### config.mk
export PLATFORM = sky130hd
export DESIGN_NAME = control_fsm
export DESIGN_NICKNAME = d
export VERILOG_FILES = /design/src/rtl/control_fsm_pkg.sv /design/src/rtl/control_fsm_dec3to8.sv /design/src/rtl/control_fsm.sv
export SDC_FILE = /design/constraint.sdc
export NUM_CORES = 1
export LEC_CHECK = 0
export BUFFER_PORTS_ARGS = -buffer_cell sky130_fd_sc_hd__clkbuf_2
export CELL_PAD_IN_SITES_DETAIL_PLACEMENT = 0
export CELL_PAD_IN_SITES_GLOBAL_PLACEMENT = 1
export CORE_UTILIZATION = 21
export DETAILED_ROUTE_END_ITERATION = 10
export GPL_TIMING_DRIVEN = 0
export PLACE_DENSITY_LB_ADDON = 0.05
export SLEW_MARGIN = 5
export SYNTH_ARGS = -nofsm -noshare
export SYNTH_HDL_FRONTEND = slang
export SYNTH_SLANG_ARGS = --single-unit
### constraint.sdc
create_clock -name clk -period 1.5 [get_ports clk]
set_clock_uncertainty 0.15 [all_clocks]
set_input_delay 0.15 -clock clk [delete_from_list [all_inputs] [get_ports clk]]
set_output_delay 0.15 -clock clk [all_outputs]
set_load 0.02 [all_outputs]
### src/rtl/control_fsm_pkg.sv
// Shared types and constants for the datapath control FSM:
// state encoding, opcode values and instruction field widths.
package ctrl_pkg;

  localparam int IR_W  = 9;
  localparam int OPC_W = 3;
  localparam int REG_W = 3;
  localparam int NREG  = 8;

  typedef enum logic [1:0] {
    T0 = 2'd0,
    T1 = 2'd1,
    T2 = 2'd2,
    T3 = 2'd3
  } state_t;

  localparam logic [OPC_W-1:0] OP_MV   = 3'b000;
  localparam logic [OPC_W-1:0] OP_MVI  = 3'b001;
  localparam logic [OPC_W-1:0] OP_ADD  = 3'b010;
  localparam logic [OPC_W-1:0] OP_SUB  = 3'b011;
  localparam logic [OPC_W-1:0] OP_MVNZ = 3'b100;

endpackage

### src/rtl/control_fsm_dec3to8.sv
// One-hot register load decoder: drives exactly one bit of onehot for sel
// while en is high, all zeros otherwise.
module dec3to8
  import ctrl_pkg::*;
(
  input  logic [REG_W-1:0] sel,
  input  logic             en,
  output logic [NREG-1:0]  onehot
);

  // one-hot decode gated by the load enable
  always_comb begin
    onehot = 8'h00;
    if (en) begin
      onehot[sel] = 1'b1;
    end else begin
      onehot = 8'h00;
    end
  end

endmodule

### src/rtl/control_fsm.sv
// Four-step (T0..T3) control FSM for a simple register/ALU datapath.
// Optional mvnz (opcode 100) is enabled by defining CTRL_MVNZ_EN.
module control_fsm
  import ctrl_pkg::*;
(
  input  logic              clk,
  input  logic              rst_n,
  input  logic              run,
  input  logic [IR_W-1:0]   ir,
  input  logic              g_nz,
  output logic              ir_in,
  output logic [NREG-1:0]   rin,
  output logic [REG_W-1:0]  rout,
  output logic              din_en,
  output logic              gout,
  output logic              a_in,
  output logic              g_in,
  output logic              addsub,
  output logic              done
);

  state_t            state_r;
  state_t            state_next_s;
  logic              load_en_s;
  logic [OPC_W-1:0]  opcode_s;
  logic [REG_W-1:0]  xxx_s;
  logic [REG_W-1:0]  yyy_s;

  assign opcode_s = ir[8:6];
  assign xxx_s    = ir[5:3];
  assign yyy_s    = ir[2:0];

`ifndef CTRL_MVNZ_EN
  logic unused_g_nz_s;
  assign unused_g_nz_s = g_nz;
`endif

  // state register with synchronous active-low reset
  always_ff @(posedge clk) begin
    if (!rst_n) begin
      state_r <= T0;
    end else begin
      state_r <= state_next_s;
    end
  end

  // next-state and output decode; reset forces every output low at once
  always_comb begin
    state_next_s = state_r;
    load_en_s    = 1'b0;
    ir_in        = 1'b0;
    rout         = 3'd0;
    din_en       = 1'b0;
    gout         = 1'b0;
    a_in         = 1'b0;
    g_in         = 1'b0;
    addsub       = 1'b0;
    done         = 1'b0;
    case (state_r)
      T0: begin
        if (run) begin
          din_en       = 1'b1;
          ir_in        = 1'b1;
          state_next_s = T1;
        end else begin
          state_next_s = T0;
        end
      end
      T1: begin
        state_next_s = T0;
        case (opcode_s)
          OP_MV: begin
            rout      = yyy_s;
            load_en_s = 1'b1;
            done      = 1'b1;
          end
          OP_MVI: begin
            din_en    = 1'b1;
            load_en_s = 1'b1;
            done      = 1'b1;
          end
          OP_ADD, OP_SUB: begin
            rout         = xxx_s;
            a_in         = 1'b1;
            state_next_s = T2;
          end
`ifdef CTRL_MVNZ_EN
          OP_MVNZ: begin
            done = 1'b1;
            if (g_nz) begin
              rout      = yyy_s;
              load_en_s = 1'b1;
            end else begin
              load_en_s = 1'b0;
            end
          end
`endif
          default: begin
            done = 1'b1;
          end
        endcase
      end
      T2: begin
        rout         = yyy_s;
        g_in         = 1'b1;
        addsub       = ir[6];
        state_next_s = T3;
      end
      T3: begin
        gout         = 1'b1;
        load_en_s    = 1'b1;
        done         = 1'b1;
        state_next_s = T0;
      end
      default: begin
        state_next_s = T0;
      end
    endcase
    // an aborted instruction must not leak any strobe while reset is low
    if (!rst_n) begin
      load_en_s = 1'b0;
      ir_in     = 1'b0;
      rout      = 3'd0;
      din_en    = 1'b0;
      gout      = 1'b0;
      a_in      = 1'b0;
      g_in      = 1'b0;
      addsub    = 1'b0;
      done      = 1'b0;
    end else begin
      load_en_s = load_en_s;
    end
  end

  dec3to8 u_dec (
    .sel    (xxx_s),
    .en     (load_en_s),
    .onehot (rin)
  );

endmodule

# After elaboration in Yosys (flattened, before gate mapping)
# Index checks and enable logic that the tools add are counted.
# word_totals
word_cells	44
output_inout_bits	18
register_bits	2
# op_classes
magnitude_cmp	2
n_reduce_logical	5
mux	30
eq_ne	6
# op_table
cell	count
two-way mux 1 bit	20
one-hot mux 3 bit (2 select lines)	2
two-way mux 8 bit	1
one-hot mux 2 bit (4 select lines)	1
== test 3 x 2 -> 1 bit, second input constant	2
one-hot mux 1 bit (2 select lines)	3
== test 2 bit, second input constant	2
less-than comparator 3 x 4 -> 1 bit, second input constant	1
OR reduction 2 bit	2
demux 1 bit (select 3 bit)	1
== test 3 x 1 -> 1 bit, second input constant	1
>= comparator 3 x 1 -> 1 bit, second input constant	1
logical NOT 3 bit	1
two-way mux 3 bit	1
== test 2 x 1 -> 1 bit, second input constant	1
logical NOT 2 bit	1
two-way mux 2 bit	1
logical AND 1 bit	1

# Depth between registers and ports, before layout
# Gate-level depths: netlist (run 1).
# depth
word_depth	6
mapped_depth	6
depth_no_buf	5

# Hierarchy
# From an unflattened synthesis (run 1), not the netlist that was laid out.
# unflattened
cells_unflattened	43
area_unflattened_um2	374.1
# by_module_without_submodules
module	cells_per_inst	area_each_um2	instances
control_fsm	35	277.8	1
dec3to8	8	96.3	1

# Worst setup path before layout (run 1)
# No wires, ideal clock.
# synth_timing
kind	register to output
start	register (tool-made name)
end	output port rin[0]
arrival_ns	1.523
stages_incl_launch_ff	6
slack_ns	-0.323
path_buffers	0
required_ns	1.200
path_cell_list	dfxtp_1 > inv_1 > ha_1 > nor3b_4 > o21ai_2 > nor4_1
# synth_lines
item	line	source
to (decl)	control_fsm.sv:12	output logic [NREG-1:0] rin,

# Worst setup path in the final report (run 1)
# layout_timing
start	register state_r[0]
end	output port rout[2]
# layout_between
elab_chain_cells	3
elab_cells_between_ends	4
classes_between	2 x eq/ne; 2 x mux
# layout_lines
item	line	source
from (decl)	control_fsm.sv:22	state_t state_r;
from (signal assigned)	control_fsm.sv:43	state_r <= state_next_s;
== test 2 bit / == test 2 x 1 -> 1 bit (equally long branches)	control_fsm.sv:59	case (state_r)
one-hot mux 3 bit (2 select lines) (*)	control_fsm.sv:59	
two-way mux 3 bit (*)	control_fsm.sv:120	if (!rst_n) begin
to (decl)	control_fsm.sv:13	output logic [REG_W-1:0] rout,
# Mark *: on every way between the ends. The rest lies on a longest branch, timed or not.

==> results of run 1 <==
==> cell type report <==
class	instances	area, sq um
Timing Repair Buffer	35	236
Sequential cell	2	45.0
Tap cell	16	20.0
Buffer	1	11.3
Clock buffer	4	26.3
Fill cell	152	716
Multi-Input combinational cell	43	424
Inverter	6	27.5
==> synthesized netlist by cell type, drive strengths merged <==
cell / number / share of area, %
and2: 3 / 6.3
nor4: 1 / 1.8
dfxtp: 2 / 12
nand2: 9 / 10
nand3: 2 / 3.0
nor3b: 1 / 5.5
a21oi: 2 / 3.0
ha: 4 / 15
o22ai: 3 / 5.5
o21ai: 2 / 4.1
inv: 6 / 6.6
nand3b: 1 / 2.2
nor2: 6 / 6.6
o211ai: 1 / 2.2
nor3: 4 / 5.9
buf: 1 / 2.2
mux2i: 1 / 3.0
nand2b: 3 / 5.5
==> metrics by stage <==
| step | setup slack [ps] | TNS, ps | utilization [%] |
|---|---|---|---|
| floorplan | -32.6 | -181 | - |
| global route | -427 | -5190 | 52.5 |
| CTS | -369 | -4250 | 49.7 |
| finish | -347 | -3820 | 52.5 |
| detailed placement | -222 | -1530 | 39.3 |
| global placement | -229 | -1570 | 39.3 |
==> cells in the final DEF, fill, tap and decap left out, drive strengths merged <==
master   n
nand3b   1
mux2i    1
buf     15
ha       4
nand2    9
nor3b    1
nand2b   3
o211ai   1
a21oi    2
nor4     1
nor3     4
nor2     6
o22ai    3
clkbuf  25
and2     3
inv      6
dfxtp    2
o21ai    2
nand3    2
==> timing repair <==
| item | CTS | global route |
|---|---|---|
| endpoints found under the setup margin | 15 | 18 |
| pin swaps | 5 | 8 |
| buffers inserted | 5 | 1 |
| resized for setup | 23 | 19 |
| hold buffers | 0 | 0 |
==> critical path: stages, from the launching register on <==
cell and delay, ps:
dfxtp_4 380, inv_4 50, ha_4 250, and2_4 130
buf_6 120, nand2_2 60, o22ai_2 170, clkbuf_8 170
==> worst min path at each step <==
stage,start,endpoint,cells after the start
2_1_floorplan,rst_n,flop,1
3_3_place_gp,run,state_r[0],3
3_5_place_dp,run,state_r[0],3
4_1_cts,run,state_r[0],3
5_1_grt,run,state_r[0],3
6_report,run,state_r[0],3
==> routing by layer <==
| metal | wire, microns | vias up | GRT usage, % |
|---|---|---|---|
| met1 | 482 | 216 | 16.8 |
| li1 | - | 254 | - |
| met2 | 582 | 20 | 24.9 |
| met5 | 0 | - | 0 |
| met4 | 0 | 0 | 7.50 |
| met3 | 77 | 0 | 1.29 |
==> kinds of logic after synthesis <==
group	share of synthesized area [%]
adder cells (fa/ha/maj)	14.8
buffers and inverters	8.86
AO/OA/AOI/OAI	14.8
multiplexers	2.95
flip-flops	11.8
AND/OR/NAND/NOR	46.9
==> power breakdown <==
group          total (W)  internal (W)  leakage, nW  switching [W]
logic           0.000105     0.0000449        0.338      0.0000602
clock network   0.000136     0.0000992       0.0150      0.0000366
registers      0.0000589     0.0000550       0.0175     0.00000389
==> flow_summary.toml, run 1 <==
[clock_network]
cts_tree = "built"
clk_path_buf_depth = 2
cts_root_buf = "clkbuf_4"
htree_levels = 1
numClockSinks = 2
clock_latency_ps = 230
cts_made_buffers = 3
clkTransAtPathRegs_ps = 40

[grt]
antenna_found_initial = 0
grt_start_max_net_pins = 10
grt_pass1_vias = 472
grt_pass1_wl_microns = 1960
grt_usage_pct = 14.2
gr-total-overflow = 0

[floorplanning]
initial_core_util_pct = 22.5
die_height_microns = 42.2
die_area_sq_um = 1780
ios = 31
coreArea_sq_um = 1510
fp-row-count = 14
chipWidth_microns = 42.2

[synthesis]
ys_ff_latch = 2
syn_nets = 69
synthDistinctLibCells = 20
syn-cell-area_sq_um = 339
synthCells = 52
ys_seq_area_share_pct = 11.8
synth_warnings = 0
syn_area_per_cell_sq_um = 6.52

[place]
io_buffers = 29
dp.cells = 97
dpl-instance-area_sq_um = 592
dp_hpwl_microns = 839
place_congestion = 0.716

[detailed_routing]
via_per_inst = 4.58
vias = 490
dr.pass1.iters = 4
drt_wl_total_microns = 1140
postRouteAntennaNets = 0
drtIter0Drc = 4
drc = 0
wire_per_inst_microns = 10.7

[critical_path]
worstPathMaxFanout = 6
crit_end = "rout[2]"
rrSetupSlack_ps = 40
cp.arrival_ps = 1550
critPathLaunchType = "flop"
path_class = "reg -> out"
reg2reg_depth = 6
worstPathRequired_ps = 1200
critPathCaptureType = "output port"
cp-startpoint = "state_r[0]"

[layout]
final_cells = 107
fin_area_sq_um = 791
fin_nets = 109
diodes = 0
drive_gt1_share_pct = 74.7
area_growth_pct = 133

[job]
maxCapViolations = 0

[sta]
hold_ws_ps = 83.9
setup_viol = 16
timing.fmax_mhz = 541
worst_pin_slew_ps = 388
hold_viol = 0
fin_crit_sh_pct = 123
slew_headroom_pct = 74.0
drv_slew = 0
finalWorstPathRequiredPeriod_ps = 1850
final.setup.worst_slack_ps = -347
rsz0062_at_grt = "yes"

[power_and_ir_drop]
power_w = 0.000300
power_density_nw_per_um2 = 379
p_leak_nw = 0.371
vdd_drop_max_uv = 328

[min_path]
hp-class = "in -> reg"

[status]
violations = "setup timing"
status = "complete, but fails checks"
Note: power is estimated with default switching activity, not from simulation.
==> run 2: changes to the inputs <==
Settings changed: PLACE_DENSITY from default to 0.72, PLACE_DENSITY_LB_ADDON 0.05 to default, SKIP_LAST_GASP from default to 1.
Clock period 1.5 ns to 1.9 ns, I/O delays scaled along.
==> run 2 against run 1 <==
  * The flow now finishes without violations
  * Clock power is 28% lower
  * Combinational power down 38%
  * Clock-buffer cell count fell by 1
  * Routed wire length is 3.6% lower
  * Non-clock buffer count is 1 lower
  * Critical endpoint unchanged
  * Largest cell class unchanged
==> flow_summary.toml, run 2 (synthesis gave the netlist of run 1 again) <==
[critical_path]
cp-startpoint = "state_r[0]"
crit_end = "rout[2]"
crit_path_frequent_cell = "buf_4"
path_class = "reg -> out"
critPathMaxStageDelay_ps = 370
cp.arrival_ps = 1550
rrSetupSlack_ps = 480
reg2reg_depth = 6
slowest_stage = "dfxtp_4"
critPathLaunchType = "flop"
worstPathRequired_ps = 1560
worstPathMaxFanout = 6
worstPathCellList = "inv_2 > ha_1 > and2_0 > buf_4 > nand2_1 > o22ai_1 > buf_4"
critPathCaptureType = "output port"

[detailed_routing]
drc = 0
drt_wl_total_microns = 1100
postRouteAntennaNets = 0
wire_per_inst_microns = 10.5
vias = 483
dr.pass1.iters = 4
via_per_inst = 4.60
drtIter0Drc = 2

[sta]
hold_ws_ps = 149
rsz0062_at_grt = "yes"
hold_viol = 0
fin_crit_sh_pct = 99.6
drv_slew = 0
finalWorstPathRequiredPeriod_ps = 1890
worst_pin_slew_ps = 364
fin_setup_tns_ps = 0
final.setup.worst_slack_ps = 7.05
setup_viol = 0
timing.fmax_mhz = 528
slew_headroom_pct = 75.6

[clock_network]
htree_levels = 1
numClockSinks = 2
clock_latency_ps = 230
cts_root_buf = "clkbuf_4"
cts_made_buffers = 3
clk_path_buf_depth = 2
clkTransAtPathRegs_ps = 30
cts_tree = "built"

[power_and_ir_drop]
power_density_nw_per_um2 = 334
switching_share_pct = 31.8
seq_power_share_pct = 22.1
pwr-share-comb_pct = 31.3
vdd_drop_max_uv = 202
clockPowerShare_pct = 46.7
p_sw_w = 0.0000665
p_leak_nw = 0.325
power.internal_w = 0.000142

[layout]
final_cell_mix = "clkbuf_2 (17), buf_4 (11), nand2_1 (9)"
final_cells = 105
area_growth_pct = 84.1
diodes = 0
fin_nets = 108
fin_area_sq_um = 624
drive_gt1_share_pct = 58.4
layout_commonest_cell = "clkbuf_2"

[floorplanning]
die_area_sq_um = 1780
chipWidth_microns = 42.2
coreArea_sq_um = 1510
ios = 31
initial_core_util_pct = 22.5
die_height_microns = 42.2
fp-row-count = 14

[grt]
grt_usage_pct = 11.8
grt_start_max_net_pins = 10
antenna_found_initial = 0
grt_pass1_wl_microns = 1660
gr-total-overflow = 0
grt_pass1_vias = 415

[place]
io_buffers = 29
place_congestion = 0.768
dp.cells = 97
dpl-instance-area_sq_um = 504
pre_cts_ws_ps = 144

[min_path]
hp-class = "in -> reg"

[status]
status = "completed"

[job]
maxCapViolations = 0
[run 2: power by group through the flow]
stage | sequential, W | clock [W] | combinational, W
floorplan | 0.0000458 | 0 | 0.0000286
global placement | 0.0000462 | 0 | 0.0000557
detailed placement | 0.0000462 | 0 | 0.0000559
CTS | 0.0000459 | 0.0000986 | 0.0000628
global route | 0.0000463 | 0.000103 | 0.0000727
finish | 0.0000461 | 0.0000974 | 0.0000653
[run 2: worst min-delay path by stage]
stage	slack, ps	cells past startpoint	end	startpoint
floorplan	180	1	flop	rst_n
global placement	350	3	state_r[0]	run
global route	200	3	state_r[0]	run
detailed placement	360	3	state_r[0]	run
finish	150	3	state_r[0]	run
CTS	130	3	state_r[0]	run
[run 2: area by class of cell]
cell class	count	area (sq um)
Inverter	6	22.5
Clock buffer	3	22.5
Sequential cell	2	45.0
Multi-Input combinational cell	43	305
Timing Repair Buffer	34	201
Buffer	1	7.51
Tap cell	16	20.0
Fill cell	177	882
[run 2: critical path, delay by kind of cell (launching register included)]
family	cells	cell delay [ps]
simple gates	2	170
buf+inv	3	340
compound gates	1	180
flops	1	370
fa+ha+maj	1	260
[run 2: what timing repair did]
item / 4_1_cts / 5_1_grt
resized for setup: 10 / 21
pin swaps: 4 / 7
endpoints found under the setup margin: 11 / 12
hold buffers: 0 / 0
buffers inserted: 5 / 0
[run 2: per-layer routing]
layer  track usage (%)  share of wire [%]  up-vias
met5                 0                  0        -
met4              7.50                  0        0
met3             0.431                5.6        0
met2              20.0                 55       15
met1              14.6                 39      219
li1                  -                  -      249
[run 2: per-stage QoR]
step           total power (W)  util [%]
5_1_grt               0.000222      41.4
3_3_place_gp          0.000102      33.5
6_report              0.000209      41.4
3_5_place_dp          0.000102      33.5
2_1_floorplan        0.0000743         -
4_1_cts               0.000207      39.2
